===== src/rtl/irq_ctrl_if.sv =====
// irq_ctrl_if: bridge register bus plus IRQ lines and CPU request/ack handshake (master=bridge/CPU side, slave=irq_ctrl)
interface irq_ctrl_if #(parameter int N_IRQ = 6);
  logic [N_IRQ-1:0] HWInt;
  logic [3:2]       Addr;
  logic             WE;
  logic [31:0]      DataI;
  logic [31:0]      DataO;
  logic             IntReq;
  logic             IntAck;
  logic [2:0]       IntId;
  modport master (output HWInt, Addr, WE, DataI, IntAck, input DataO, IntReq, IntId);
  modport slave  (input HWInt, Addr, WE, DataI, IntAck, output DataO, IntReq, IntId);
endinterface


===== src/rtl/irq_ctrl.sv =====
// irq_ctrl: edge/level IRQ latch, mask, lowest-index priority pick and req/ack/EOI FSM; ports clk, reset (sync active-low), bus (irq_ctrl_if.slave)
module irq_ctrl #(parameter int N_IRQ = 6) (
  input logic       clk,
  input logic       reset,
  irq_ctrl_if.slave bus
);
  localparam logic [1:0] IDLE = 2'd0, REQ = 2'd1, SERVICE = 2'd2;
  logic [N_IRQ-1:0] mask, mode, pending, prev, active, w1c, pending_nxt;
  logic [7:0]       act8;
  logic [1:0]       state;
  logic [2:0]       int_id, winner;
  logic             ack, eoi;
  assign active = pending & mask;
  assign act8 = 8'(active);
  assign ack = bus.IntAck && state == REQ;
  assign eoi = bus.WE && bus.Addr == 2'd3;
  assign w1c = (bus.WE && bus.Addr == 2'd1) ? bus.DataI[N_IRQ-1:0] : '0;
  always_comb begin
    winner = '0;
    pending_nxt = '0;
    for (int i = N_IRQ - 1; i >= 0; i--) if (active[i]) winner = 3'(i);
    for (int i = 0; i < N_IRQ; i++)
      pending_nxt[i] = mode[i] ? (bus.HWInt[i] & ~prev[i]) | (pending[i] & ~(w1c[i] | (ack && int_id == 3'(i)))) : bus.HWInt[i];
  end
  always_ff @(posedge clk) begin
    if (!reset) begin
      mask <= '0;
      mode <= '0;
      pending <= '0;
      prev <= '0;
      state <= IDLE;
      int_id <= '0;
    end else begin
      prev <= bus.HWInt;
      pending <= pending_nxt;
      if (bus.WE && bus.Addr == 2'd0) mask <= bus.DataI[N_IRQ-1:0];
      if (bus.WE && bus.Addr == 2'd2) mode <= bus.DataI[N_IRQ-1:0];
      if (state == IDLE && active != '0) begin
        state <= REQ;
        int_id <= winner;
      end else if (state == REQ && (ack || !act8[int_id])) state <= ack ? SERVICE : IDLE;
      else if (state == SERVICE && eoi) state <= IDLE;
    end
  end
  assign bus.IntReq = state == REQ;
  assign bus.IntId = int_id;
  assign bus.DataO = bus.Addr == 2'd0 ? 32'(mask) :
                     bus.Addr == 2'd1 ? 32'(pending) :
                     bus.Addr == 2'd2 ? 32'(mode) :
                     {23'b0, state == SERVICE, 5'b0, int_id};
endmodule


===== src/flat_wrapper.sv =====
// flat-port wrapper written by rule: the top's interface ports become plain ports
module irq_ctrl_flat 
#(parameter int N_IRQ = 6)
  (clk, reset, bus_HWInt, bus_Addr, bus_WE, bus_DataI, bus_IntAck, bus_DataO, bus_IntReq, bus_IntId);
  irq_ctrl_if #(.N_IRQ(N_IRQ)) bus_i ();
  input logic clk;
  input logic reset;
  input wire logic [$bits(bus_i.HWInt)-1:0] bus_HWInt;
  input wire logic [$bits(bus_i.Addr)-1:0] bus_Addr;
  input wire logic [$bits(bus_i.WE)-1:0] bus_WE;
  input wire logic [$bits(bus_i.DataI)-1:0] bus_DataI;
  input wire logic [$bits(bus_i.IntAck)-1:0] bus_IntAck;
  output wire logic [$bits(bus_i.DataO)-1:0] bus_DataO;
  output wire logic [$bits(bus_i.IntReq)-1:0] bus_IntReq;
  output wire logic [$bits(bus_i.IntId)-1:0] bus_IntId;
  assign bus_i.HWInt = bus_HWInt;
  assign bus_i.Addr = bus_Addr;
  assign bus_i.WE = bus_WE;
  assign bus_i.DataI = bus_DataI;
  assign bus_i.IntAck = bus_IntAck;
  assign bus_DataO = bus_i.DataO;
  assign bus_IntReq = bus_i.IntReq;
  assign bus_IntId = bus_i.IntId;
  irq_ctrl #(.N_IRQ(N_IRQ)) u_core (.clk(clk), .reset(reset), .bus(bus_i));
endmodule

===== config.mk =====
export PLATFORM = sky130hd
export DESIGN_NAME = irq_ctrl_flat
export DESIGN_NICKNAME = d
export VERILOG_FILES = /design/src/rtl/irq_ctrl_if.sv /design/src/rtl/irq_ctrl.sv /design/src/flat_wrapper.sv
export SDC_FILE = /design/constraint.sdc
export NUM_CORES = 1
export LEC_CHECK = 0
export CAP_MARGIN = 25
export CORE_AREA = 2 2 65 67
export DETAILED_ROUTE_END_ITERATION = 12
export DIE_AREA = 0 0 67 69
export PLACE_DENSITY = 0.9
export SLEW_MARGIN = 10
export SYNTH_ARGS = -nofsm -noshare
export SYNTH_HDL_FRONTEND = slang
export SYNTH_SLANG_ARGS = --single-unit

===== constraint.sdc =====
create_clock -name clk -period 3.2 [get_ports clk]
set_input_delay 0.32 -clock clk [delete_from_list [all_inputs] [get_ports clk]]
set_output_delay 0.32 -clock clk [all_outputs]
set_load 0.02 [all_outputs]

Yosys cells after proc, flatten, opt, wreduce, memory -nomap -nowiden. Index checks and enable logic that the tools add are counted.

Order comparisons: 1. Equal/unequal tests: 10. Multiplexer cells: 22. Bitwise logic cells: 38. Reductions and logical operators: 23.

Operators with widths (number): $mux W32 (2); $mux W3 (6); $logic_and A1 B1 Y1 (14); $not A1 Y1 (13); $and A1 B1 Y1 (12); $or A1 B1 Y1 (12); $mux W9 (1); $mux W1 (8); $and A6 B6 Y6 (1); $eq A2 B2 Y1 const B (3); $eq A3 B2 Y1 const B (2); $eq A3 B3 Y1 const B (2); $mux W2 (3); $mux W6 (1); $reduce_bool A6 Y1 (1); $eq A2 B1 Y1 const B (2); $logic_not A2 Y1 (2); $lt A3 B4 Y1 const B (1); $bmux W1 S3 (1); $eq A3 B1 Y1 const B (1); $logic_not A3 Y1 (1); $reduce_bool A3 Y1 (1); $reduce_bool A2 Y1 (1); $reduce_or A2 Y1 (1); 2 further kinds (2).

Flip-flop bits (word level): 29. Input port bits: 44. Output and inout port bits: 36.

Logic depth before layout (Yosys ltp).
Word-level depth: 8. Gate-level depth with buffers: 6. Mapped depth without buffers: 4.

Worst setup path before layout. No wires, ideal clock.

Kind: reg-to-reg. From: register u_core.int_id[2] (netlist: u_core.bus.IntId[2]). To: register u_core.pending[4]. Library setup time: 0.117 ns. Arrival: 1.368 ns. Data required time: 3.083 ns. Setup slack: 1.716 ns. Stages on the path, launching flop included: 5. Path buffers: 1. Period minus slack after synthesis: 1.484 ns. Cell sequence: dfxtp_1 buf_4 inv_2 or4_1 a22o_1.

Longest elaborated chain between the ends: 7.

Ends and longest elaborated chain: start, declared (line irq_ctrl.sv:11) `logic [2:0] int_id, winner;`; start signal, assigned (line irq_ctrl.sv:40) `int_id <= winner;`; $eq A3 B3 Y1 (line irq_ctrl.sv:23) `pending_nxt[i] = mode[i] ? (bus.HWInt[i] & ~prev[i]) | (pending[i] & ~(w1c[i] | (ack && int_id == 3'(i)))) : b ...`; $logic_and A1 B1 Y1 (line irq_ctrl.sv:23); $or A1 B1 Y1 (line irq_ctrl.sv:23); $not A1 Y1 (line irq_ctrl.sv:23); $and A1 B1 Y1 (line irq_ctrl.sv:23); $or A1 B1 Y1 (line irq_ctrl.sv:23); $mux W1 (line irq_ctrl.sv:23); end signal, assigned (line irq_ctrl.sv:35) `pending <= pending_nxt;`; end, declared (line irq_ctrl.sv:8) `logic [N_IRQ-1:0] mask, mode, pending, prev, active, w1c, pending_nxt;`.

No other way between the ends. A chain may end at the register's enable or synchronous reset.

Worst setup path in the final report.
From: input port bus_Addr[1]. To: output port bus_DataO[4].

Longest elaborated chain between the ends: 4. Elaborated cells between the ends (all ways): 6. Classes of those cells: eq/ne (2); mux (3); reduce/logical (1).

Ends and longest elaborated chain: start, declared (line flat_wrapper.sv:9) `input wire logic [$bits(bus_i.Addr)-1:0] bus_Addr;`; $eq A2 B2 Y1 (line irq_ctrl.sv:49) `bus.Addr == 2'd2 ? 32'(mode) :`; $mux W9 (line irq_ctrl.sv:49); $mux W32 (line irq_ctrl.sv:48) `bus.Addr == 2'd1 ? 32'(pending) :`; $mux W32 * (line irq_ctrl.sv:47) `assign bus.DataO = bus.Addr == 2'd0 ? 32'(mask) :`; end, declared (line flat_wrapper.sv:13) `output wire logic [$bits(bus_i.DataO)-1:0] bus_DataO;`.

Every way passes the cells marked *; elsewhere a longest branch is shown, timed or not.

==> run_results.csv <==
group,metric,value,unit
finish,fin_area,1960,µm²
detailed_routing,wl_per_cell,13.7,µm
cts,cts_resized,0,
sta,fin_crit_sh,82.5,%
placed_design,post_dp_cell_area,1860,µm²
synthesis,ys_ff_latch,29,
detailed_routing,drcViolationCount,0,
global_route,grt_pass1_wl,5880,µm
global_route,grt_pass1_vias,1201,
global_route,grt_use_met3,5.38,%
placed_design,place.gp.congestion,0.891,
cts,clock_sinks,29,
worst_setup_path,crit_chain,"clkdlybuf4s50_1, nor2b_1, buf_4, nand2_1, o21ai_0, clkdlybuf4s50_1",
synthesis,synth_area_per_cell,8.71,µm²
placed_design,hpwl,2670,µm
sta,period_needed,2.64,ns
global_route,busiest_layer,"met2",
finish,drive_above_1_share,9.22,%
detailed_routing,vias,1386,
detailed_routing,routed_wl,3660,µm
global_route,grt-ovfl-total,0,
synthesis,synth-seq-area-share,35.5,%
worst_setup_path,start_kind,"input port",
worst_setup_path,cp-startpoint,"bus_Addr[1]",
cts,cts_buffer_depth,2,
synthesis,synth_cells,188,
synthesis,yosys.area.top_type,"dfxtp_1",
cts,ctsHoldBuffers,0,
cts,path_clk_slew,0.06,ns
placed_design,place_ws,0.583,ns
worst_setup_path,r2r_cells,3,
finish,synthToLayoutAreaGrowth,19.8,%
cts,insertion_delay,0.28,ns
worst_setup_path,critical_path_depth,6,
floorplan,io_pins,80,
floorplan,die_h,69,µm
run_status,status,"finished clean",
placed_design,io_buffer_count,28,
floorplan,core_area,3910,µm²
floorplan,die_area,4620,µm²
worst_setup_path,path_common_cell,"clkdlybuf4s50_1",
cts,tritoncts,"built",
synthesis,ys_top_cells_by_area,"dfxtp_1, buf_4, nand2_1",
detailed_routing,routed_via_density,5.19,
finish,diodes,0,
global_route,use_met2,25.4,%
sta,skew,0.00430,ns
sta,worst_slew_pin_slew,0.505,ns
worst_setup_path,cp_num_buf_inv,3,
synthesis,ys_types,39,
global_route,use_met1,22.3,%
worst_setup_path,critPathMaxStageDelay,0.67,ns
global_route,grt_usage,17.0,%
floorplan,dieWidth,67,µm
worst_setup_path,path_delay_family,"buffers and inverters",
worst_setup_path,r2r-end,"u_core.state[0]$_SDFFE_PN0P_",
sta,fmax,0.379,GHz
synthesis,ys_warn_count,0,
pwr,vdd_drop_max,0.227,mV
worst_setup_path,r2r-start,"u_core.bus.IntId[0]$_SDFFE_PN0P_",
global_route,antenna_found_initial,0,
sta,worst_slack,0.559,ns
synthesis,syn-cell-area,1640,µm²
cts,htreeDepth,2,
sta,max_slew_margin,66.2,%
pwr,power_density,439,nW/µm²
worst_setup_path,worstPathRequired,2.88,ns
global_route,grt_max_degree,15,
detailed_routing,drtPass1Iterations,4,
cts,cts-root-buf,"clkbuf_8",
floorplan,start_util,41.8,%
finish,final_nets,260,
worst_setup_path,worstPathArrival,2.32,ns
sta,setup_violations,0,
detailed_routing,antenna_left,0,
cts,cts_buffers,5,
worst_setup_path,ff2ff_setup_slack,1.68,ns
worst_setup_path,crit_slowest_cell,"clkdlybuf4s50_1",
worst_setup_path,worstPathMaxFanout,7,
cts,post_cts_buffers,0,
worst_setup_path,crit_end,"bus_DataO[4]",
worst_setup_path,path_class,"input port to primary output",
sta,hold_viol_final,0,
pwr,p_leak,0.764,nW
sta,drv_slew,0,
synthesis,synth_top_area_share,35.5,%
floorplan,rows,23,
sta,grt_setup_unrepaired,"no",
job,drv_cap,0,
worst_setup_path,critPathCaptureType,"primary output",
hold_path,hp-class,"flip-flop to flip-flop",
sta,whs,0.484,ns
finish,final_util,50.1,%
detailed_routing,drt_iter0_drc,52,
sta,setup_tns,0,ns
==> worst register-to-register path: stages (launching register included) <==
cell and delay (ns):
dfxtp_1 0.59, mux4_2 0.57, nor3_2 0.11, o221a_1 0.19
==> state kept, by name (all words and copies together), names as in the netlist <==
| signal | cells |
|---|---|
| u_core.bus.IntId | 3 |
| u_core.state | 2 |
| u_core.mask | 6 |
| u_core.mode | 6 |
| u_core.prev | 6 |
| u_core.pending | 6 |
==> how the worst min path moves through the flow <==
stage,from,to,depth (start not counted)
4_1_cts,u_core.mode[1]$_SDFFE_PN0P_,u_core.mode[1]$_SDFFE_PN0P_,2
3_3_place_gp,u_core.prev[1]$_SDFF_PN0_,u_core.pending[1]$_SDFF_PN0_,2
2_1_floorplan,u_core.prev[1]$_SDFF_PN0_,u_core.pending[1]$_SDFF_PN0_,2
3_5_place_dp,u_core.prev[5]$_SDFF_PN0_,u_core.pending[5]$_SDFF_PN0_,2
6_report,u_core.mode[1]$_SDFFE_PN0P_,u_core.mode[1]$_SDFFE_PN0P_,2
5_1_grt,u_core.prev[5]$_SDFF_PN0_,u_core.pending[5]$_SDFF_PN0_,2
==> cell usage in the layout, fill, tap and decap left out <==
master / instances
a211oi_1: 1
a21boi_0: 2
a21boi_1: 4
a21o_1: 2
a21oi_1: 6
a221oi_1: 1
a22o_1: 4
a22oi_1: 1
a32o_1: 1
and2_1: 6
and3b_1: 1
and4b_1: 2
buf_4: 4
clkbuf_8: 7
clkdlybuf4s50_1: 28
clkinv_1: 1
clkinv_2: 1
conb_1: 25
dfxtp_1: 29
inv_2: 1
mux2i_1: 9
mux4_2: 4
nand2_1: 28
nand3_1: 16
nand3b_4: 1
nand4_1: 2
nor2_1: 10
nor2b_1: 2
nor3_1: 2
nor3_2: 1
nor3b_4: 1
nor4_1: 1
nor4b_1: 1
o21a_1: 1
o21ai_0: 4
o21ai_1: 2
o221a_1: 1
o22ai_1: 2
o41ai_1: 1
or4_1: 1
==> through the flow <==
| step | power [mW] | cells |
|---|---|---|
| final | 0.860 | 267 |
| after global routing | 0.896 | 267 |
| after CTS | 0.865 | 267 |
| after detailed placement | 0.538 | 259 |
| after global placement | 0.534 | 259 |
| after floorplan | 0.509 | 212 |
==> layout make-up <==
cell class                 instances  area [µm²]
clock buffer                       7        96.3
timing repair buffer              32         310
inverter                           2        7.51
sequential                        29         581
multi-input combinational        146         898
fill                             384        1950
clock inverter                     1        5.00
tap                               50        62.6
==> routing by layer <==
| metal | wire, µm | share of wire [%] |
|---|---|---|
| met1 | 1630 | 44 |
| met5 | 0 | 0 |
| met2 | 1720 | 47 |
| met4 | 68 | 1.9 |
| met3 | 240 | 6.6 |
==> cell usage after synthesis <==
cell type   n
and3b_1     1
a22oi_1     1
nor3_2      1
and4b_1     2
a211oi_1    1
nor3_1      2
a221oi_1    1
mux4_2      4
nor4_1      1
conb_1      1
nand2_1    28
o21ai_0     4
a22o_1      4
o21ai_1     2
inv_2       1
or4_1       1
clkbuf_1    2
o221a_1     1
a21oi_1     6
a21o_1      2
nand4_1     2
mux2i_1     9
clkinv_1    1
a32o_1      1
a21boi_0    2
buf_2       6
o41ai_1     1
nor3b_4     1
nor2b_1     2
and2_1      6
dfxtp_1    29
buf_4      27
nor4b_1     1
nand3b_4    1
o22ai_1     2
a21boi_1    4
nor2_1     10
nand3_1    16
o21a_1      1
==> cells by family after synthesis <==
family / share of synthesized area, %
AOI/OAI and AO/OA: 14.0
DFF: 35.5
other: 0.229
buffers and inverters: 15.1
and+or+nand+nor: 24.2
muxes: 11.0
==> power by group <==
| group | switching, mW | internal [mW] | leakage [nW] |
|---|---|---|---|
| combinational | 0.0778 | 0.0577 | 0.472 |
| sequential | 0.0181 | 0.378 | 0.238 |
| clock | 0.135 | 0.194 | 0.0542 |
Power figures use the tool's default switching activity.
